===== src/rtl/cpu_stats_counter.sv =====
// cpu_stats_counter
//   Execution statistics and display-mode unit for the single-cycle MIPS core.
//   It counts retired instructions, unconditional jumps and taken conditional
//   branches, and freezes the counts once the halting syscall retires. It also
//   debounces the board's mode button into the 2-bit display page select.
//   All outputs are registered.
//
// Ports
//   clk          : system clock, all state changes on the rising edge
//   rst_n        : asynchronous active-low reset
//   retire       : one-cycle strobe, one instruction completed this cycle
//   is_jmp       : retiring instruction is j/jal/jr (qualified by retire)
//   is_branch    : retiring instruction is beq/bne (qualified by retire)
//   branch_taken : branch condition true (qualified by retire & is_branch)
//   halt         : retiring instruction is the halting syscall
//   clr          : synchronous clear of counters and halted flag
//   btn_mode     : raw, bouncing, active-high push-button
//   totaltimes   : retired-instruction count (saturating)
//   JMP          : unconditional-jump count (saturating)
//   CJMP         : taken-conditional-branch count (saturating)
//   mode         : display page 0 LED data, 1 total, 2 JMP/CJMP, 3 memory
//   halted       : program has halted, counters frozen
module cpu_stats_counter #(
  parameter int unsigned DEBOUNCE_CYCLES = 1000000
) (
  input  logic        clk,
  input  logic        rst_n,
  input  logic        retire,
  input  logic        is_jmp,
  input  logic        is_branch,
  input  logic        branch_taken,
  input  logic        halt,
  input  logic        clr,
  input  logic        btn_mode,
  output logic [15:0] totaltimes,
  output logic [15:0] JMP,
  output logic [15:0] CJMP,
  output logic [1:0]  mode,
  output logic        halted
);

  // The debounce counter never exceeds DEBOUNCE_CYCLES-1.
  localparam int unsigned CNT_W = (DEBOUNCE_CYCLES > 1) ? $clog2(DEBOUNCE_CYCLES) : 1;
  localparam logic [CNT_W-1:0] CNT_LAST = CNT_W'(DEBOUNCE_CYCLES - 1);
  localparam logic [15:0] SAT = 16'hFFFF;

  logic [15:0]      total_q, total_d;
  logic [15:0]      jmp_q, jmp_d;
  logic [15:0]      cjmp_q, cjmp_d;
  logic             halted_q, halted_d;

  logic             sync1_q, sync1_d;
  logic             sync2_q, sync2_d;
  logic [CNT_W-1:0] cnt_q, cnt_d;
  logic             stable_q, stable_d;
  logic             rise_q, rise_d;
  logic [1:0]       mode_q, mode_d;

  // Statistics counters. clr wins over a same-cycle retirement, and once
  // halted nothing but clr or reset can change the counts. Each counter
  // evaluates its own condition, so an illegal jmp+branch still counts both.
  always_comb begin
    total_d  = total_q;
    jmp_d    = jmp_q;
    cjmp_d   = cjmp_q;
    halted_d = halted_q;
    if (clr) begin
      total_d  = '0;
      jmp_d    = '0;
      cjmp_d   = '0;
      halted_d = 1'b0;
    end else if (retire && !halted_q) begin
      if (total_q != SAT) total_d = total_q + 16'd1;
      if (is_jmp && jmp_q != SAT) jmp_d = jmp_q + 16'd1;
      if (is_branch && branch_taken && cjmp_q != SAT) cjmp_d = cjmp_q + 16'd1;
      if (halt) halted_d = 1'b1;
    end
  end

  // Button path: two-flop synchronizer, then a counter that must see the
  // synchronized level differ from the stable level for DEBOUNCE_CYCLES
  // consecutive cycles before accepting it. Any return to the stable level
  // restarts the window. A registered rising-edge flag steps mode one cycle
  // after the stable level goes high; releases are ignored.
  always_comb begin
    sync1_d  = btn_mode;
    sync2_d  = sync1_q;
    cnt_d    = cnt_q;
    stable_d = stable_q;
    if (sync2_q == stable_q) begin
      cnt_d = '0;
    end else if (cnt_q == CNT_LAST) begin
      stable_d = sync2_q;
      cnt_d    = '0;
    end else begin
      cnt_d = cnt_q + CNT_W'(1);
    end
    rise_d = stable_d & ~stable_q;
    mode_d = rise_q ? mode_q + 2'd1 : mode_q;
  end

  always_ff @(posedge clk or negedge rst_n) begin
    if (!rst_n) begin
      total_q  <= '0;
      jmp_q    <= '0;
      cjmp_q   <= '0;
      halted_q <= 1'b0;
      sync1_q  <= 1'b0;
      sync2_q  <= 1'b0;
      cnt_q    <= '0;
      stable_q <= 1'b0;
      rise_q   <= 1'b0;
      mode_q   <= '0;
    end else begin
      total_q  <= total_d;
      jmp_q    <= jmp_d;
      cjmp_q   <= cjmp_d;
      halted_q <= halted_d;
      sync1_q  <= sync1_d;
      sync2_q  <= sync2_d;
      cnt_q    <= cnt_d;
      stable_q <= stable_d;
      rise_q   <= rise_d;
      mode_q   <= mode_d;
    end
  end

  assign totaltimes = total_q;
  assign JMP        = jmp_q;
  assign CJMP       = cjmp_q;
  assign mode       = mode_q;
  assign halted     = halted_q;

endmodule


===== config.mk =====
export PLATFORM = sky130hd
export DESIGN_NAME = cpu_stats_counter
export DESIGN_NICKNAME = d
export VERILOG_FILES = /design/src/rtl/cpu_stats_counter.sv
export SDC_FILE = /design/constraint.sdc
export NUM_CORES = 1
export LEC_CHECK = 0
export BUFFER_PORTS_ARGS = -buffer_cell sky130_fd_sc_hd__buf_2
export CORE_UTILIZATION = 52
export DETAILED_ROUTE_END_ITERATION = 6
export HOLD_SLACK_MARGIN = 0.1
export MAX_ROUTING_LAYER = met4
export PLACE_DENSITY = 0.85
export SYNTH_ARGS = -nofsm -noshare
export SYNTH_HDL_FRONTEND = slang
export SYNTH_SLANG_ARGS = --single-unit

===== constraint.sdc =====
create_clock -name clk -period 1.65 [get_ports clk]
set_input_delay 0.33 -clock clk [delete_from_list [all_inputs] [get_ports clk]]
set_output_delay 0.33 -clock clk [all_outputs]
set_load 0.01 [all_outputs]

======== Word-level counts from Yosys, hierarchy flattened ========
Cells that the tools add are included.
word-level totals
  bits of input ports ..................... 9
  logic and storage cells ................. 52
  bits in registers ....................... 75
operators by class
  multiplexer cells ....................... 16
  bitwise operators ....................... 2
  reduce and logical (&&, ||, !) cells .... 14
  equal/unequal tests ..................... 5
  $add $sub $neg .......................... 5
operators by type and width
  cell                   count
  $mux 16                9
  $add 16x1->16 const B  3
  $ne 16x16->1 const B   3
  $mux 20                2
  $add 20x1->20 const B  1
  $eq 20x20->1 const B   1
  $reduce_bool 2->1      5
  $reduce_and 2->1       4
  $mux 1                 5
  $logic_and 1x1->1      4
  $add 2x1->2 const B    1
  $and 1x1->1            1
  $eq 1x1->1             1
  $logic_not 1->1        1
  $not 1->1              1

======== Longest topological paths before layout ========
  depth in word-level cells ............... 5
  gate-level depth with buffers ........... 7

======== Worst setup path after synthesis ========
No wires, ideal clock.
  path kind ............................... reg-to-reg
  start point ............................. reg halted_q, in the netlist halted
  end point ............................... reg cjmp_q[13], in the netlist CJMP[13]
  path buffers ............................ 1
  required time ........................... 1.525 ns
  path slack .............................. -0.129 ns
  setup time .............................. 0.125 ns
  data arrival time ....................... 1.654 ns
  period minus slack after synthesis ...... 1.779 ns
  cell stages (with the launch flop) ...... 6
  cell sequence ........................... dfrtp_1 > and4b_1 > buf_2 > nand3_1 > nor4_1 > mux2_2
on the way
  longest elaborated chain between the ends .. 4
RTL lines
  what                         line  source
  from (decl)                  50    logic halted_q, halted_d;
  from (signal assigned)       118   halted_q <= halted_d;
  $logic_not 1->1              72    end else if (retire && !halted_q) begin
  $logic_and 1x1->1            72
  $reduce_bool 2->1 (no line)  n/a
  $reduce_and 2->1 (no line)   n/a
  to (signal assigned)         117   cjmp_q <= cjmp_d;
  to (decl)                    49    logic [15:0] cjmp_q, cjmp_d;
Every way passes these cells.
A chain may end at the register's enable or synchronous reset.

======== Final worst setup path ========
  start point ............................. reg jmp_q[3], in the netlist JMP[3]
  end point ............................... reg jmp_q[3], in the netlist JMP[3]
on the way
  longest elaborated chain between the ends .. 4
  elaborated cells between the ends (all ways) .. 8
  those cells by class .................... 1 x add/sub; 1 x eq/ne; 3 x mux; 3 x reduce/logical
RTL lines
  what                                                  line  source
  from (decl)                                           48    logic [15:0] jmp_q, jmp_d;
  from (signal assigned)                                116   jmp_q <= jmp_d;
  $add 16x1->16 / $ne 16x16->1 (equally long branches)  74    if (is_jmp && jmp_q != SAT) jmp_d = jmp_q + 16'd1;
  $mux 16 / $logic_and 1x1->1 (equally long branches)   74
  $mux 16 / $reduce_bool 2->1 (equally long branches)   n/a
  $mux 16 / $reduce_and 2->1 (equally long branches)    n/a
Several ways; a longest one is shown, not always the timed one. The select of a mux whose other input is x is not followed.

==> impl_results.md <==
- M1 WL: 5850 microns
- Final Cell Area: 0.00631 sq mm
- Final worst-path cycle share: 121%
- Synth area leaders: dfrtp_1, a21oi_1, or4_1
- Worst-skew pair later-pin latency: 0.35 ns
- Outcome: complete, but fails checks
- Final WS setup: -0.347 ns
- WL final: 16,300 microns
- RSZ-0062 raised after global routing: true
- Final-report hold violation count: 0
- Area grow syn2layout: 54.2%
- Routed wl met3: 1380 microns
- Via Count: 4,806
- Leakage: 2.84 nW
- Worst Path Class, Setup: flip-flop to flip-flop
- CTS Buffer Depth: 2
- Placer Congestion: 0.923
- Die height: 90.7 microns
- # DRC: 0
- CP endpoint kind: flip-flop
- Cell count after synthesis: 425
- Total of max-cap violations: 0
- Yosys top cell area share: 45.9%
- CTS tree: built
- Share of post-route cells with drive strength above 1: 51.1%
- Post-DP HPWL: 7570 microns
- First-pass GRT wire length: 20,100 microns
- # rows: 31
- CP Cell Sequence: buf_4 > nand4_1 > nor4_4 > buf_4 > or4_1 > a21oi_1
- Slowest cell on crit path: or4_1
- Core area: 0.00745 sq mm
- Yosys warnings: 0
- Final setup viols: 55
- Dpl cell area: 0.00516 sq mm
- Worst Tran Pin Value: 0.562 ns
- Htree depth: 3
- Vias per cell: 6.72
- Dpl cells: 656
- Num ports: 60
- Top cell by count, worst path: buf_4
- Final setup TNS: -4.66 ns
- Slowest cell delay on critical path: 0.47 ns
- Critical path peak fanout: 9
- CTS sink count: 75
- Grt ovf: 0
- Multi-input gate area: 0.00266 sq mm
- Commonest non-fill, non-tap cells in the layout: buf_4, dfrtp_1, buf_2
- Async set-reset flop share out of synthesis: 100%
- Failing checks: negative setup slack
- Final std cells w/o fill: 715
- F_max: 501 MHz
- Die width: 90.7 microns
- Full die area: 0.00823 sq mm
- Min cycle time layout: 2.00 ns
- Max-slew violations: 0
- Critical path buffer and inverter count: 2
- Met2 wire length: 7920 microns
- Post-synthesis sequential area ratio: 45.9%
- Register area: 0.00188 sq mm
- Global Route Usage Sum: 31.3%
- Reg clk slew, reported paths: 0.08 ns
- PortBufs: 59
- Initial core utilization: 55.0%
- Drt pass-1 iters: 7
- CP required: 1.87 ns
- Worst EP arrival: 2.22 ns
- Fillers: 359
- Ys flop type: dfrtp_1
- Post-Syn Nets: 438
- Top delay family on crit path: simple AND/OR/NAND/NOR gates
- Kind of start point of the critical path: flip-flop
- Most common cell after layout, fill and taps aside: buf_4
- Total CTS buffers: 9
- Initial DRC Count: 540
- Post-place setup slack: -0.183 ns
- Antenna violations before repair: 0
- CTS root buffer: clkbuf_8
- Mapped Area: 0.00409 sq mm
- Clock skew: 0.0103 ns
- Yosys cell types: 52
- Hold Crit Class: input pin to flip-flop
- Largest net degree at the start of global routing: 76
- Yosys top cell by area: dfrtp_1
- Post-route ant nets: 0
- Post-synth EDFFs: 0
- Vias in the first global route: 4,317
- Highest metal used: met4
- Net count, final: 626
- Synthesized flop and latch total: 75
- WL/cell: 22.8 microns
- Power per standard cell area: 606 mW/mm^2
- Slew margin rel.: 62.0%
- Synth Area per Inst: 9.63 sq um
- Number of diodes: 0
- Peak supply drop: 0.463 mV
[path summary, 6_finish.rpt]
| path | from | end | slack, ns | cells after the start |
|---|---|---|---|---|
| worst max-delay path | JMP[3] | JMP[3] | -0.35 | 6 |
| max in group asynchronous | rst_n | totaltimes[8] | 0.76 | 3 |
| min in group asynchronous | rst_n | JMP[9] | 0.54 | 3 |
| worst min register to register | sync1_q | sync2_q | 0.36 | 0 |
| worst min-delay path | halt | halted | 0.26 | 3 |
| worst max register to register | JMP[3] | JMP[3] | -0.35 | 6 |
[flip-flops by register name (all words and copies together) (netlist names)]
name / flops
JMP: 16
sync2_q: 1
totaltimes: 16
halted: 1
sync1_q: 1
CJMP: 16
rise_q: 1
stable_q: 1
mode: 2
cnt_q: 20
[cells by family after synthesis]
| family | synth area share (%) |
|---|---|
| AND/OR/NAND/NOR | 29.6 |
| AO/OA/AOI/OAI | 13.1 |
| flip-flops | 45.9 |
| buffers and inverters | 2.81 |
| XOR/XNOR | 3.64 |
| multiplexers | 3.79 |
| adder cells (fa/ha/maj) | 1.22 |
[through the flow]
stage | total power, mW | hold WS, ns | util, %
after global placement | 2.13 | 0.337 | 69.3
after global routing | 3.93 | 0.287 | 84.8
final | 3.83 | 0.265 | 84.8
after detailed placement | 2.14 | 0.346 | 69.3
after floorplan | 2.01 | 0.0344 | -
after CTS | 3.73 | 0.224 | 76.3
[repair_timing]
action | 4_1_cts | 5_1_grt
setup endpoints to repair | 46 | 66
setup buffers | 13 | 27
pin swaps | 16 | 38
gates cloned | 2 | 3
gates resized for setup | 41 | 105
endpoints found under the hold margin | 76 | 0
hold buffers | 2 | 0
[power breakdown]
group / switching [mW] / internal (mW) / total, mW / leakage (nW)
sequential: 0.0253 / 1.85 / 1.88 / 1.03
clock: 0.704 / 0.920 / 1.62 / 0.109
combinational: 0.188 / 0.136 / 0.323 / 1.70
total: 0.917 / 2.91 / 3.83 / 2.84
[synth_stat cells, types with 3 or more instances]
cell type,count
a21oi_1,38
and2_1,3
and3_1,10
and4_1,3
and4b_1,3
buf_4,4
clkbuf_1,9
dfrtp_1,75
ha_1,4
inv_1,10
mux2_2,12
nand2_1,27
nand3_1,26
nand4_1,19
nand4_2,5
nor2_1,33
nor2b_1,13
nor3_1,13
nor4_1,6
o21ai_0,12
o311ai_0,3
o31ai_1,17
o41ai_1,4
or3_1,10
or4_1,19
xnor2_1,9
xor2_1,8
[worst min-delay path: cells and delay by family]
kind / cells / cell delay [ns]
AO/OA/AOI/OAI: 1 / 0.07
buffers and inverters: 1 / 0.09
AND/OR/NAND/NOR: 1 / 0.09
[routing by layer]
metal  up-vias  GRT usage (%)
met4         0           11.2
met1      2303           36.2
met5         -              -
li1       1994              -
met3       127           7.66
met2       382           52.8
[cell type report]
cell class / count / share of cell area [%]
timing repair buffer: 193 / 22.1
clock buffer: 12 / 2.46
sequential: 75 / 29.8
tap: 99 / 1.96
multi-input combinational: 324 / 42.1
inverter: 10 / 0.595
clock inverter: 2 / 0.951
Note: power is estimated with default switching activity, not from simulation.
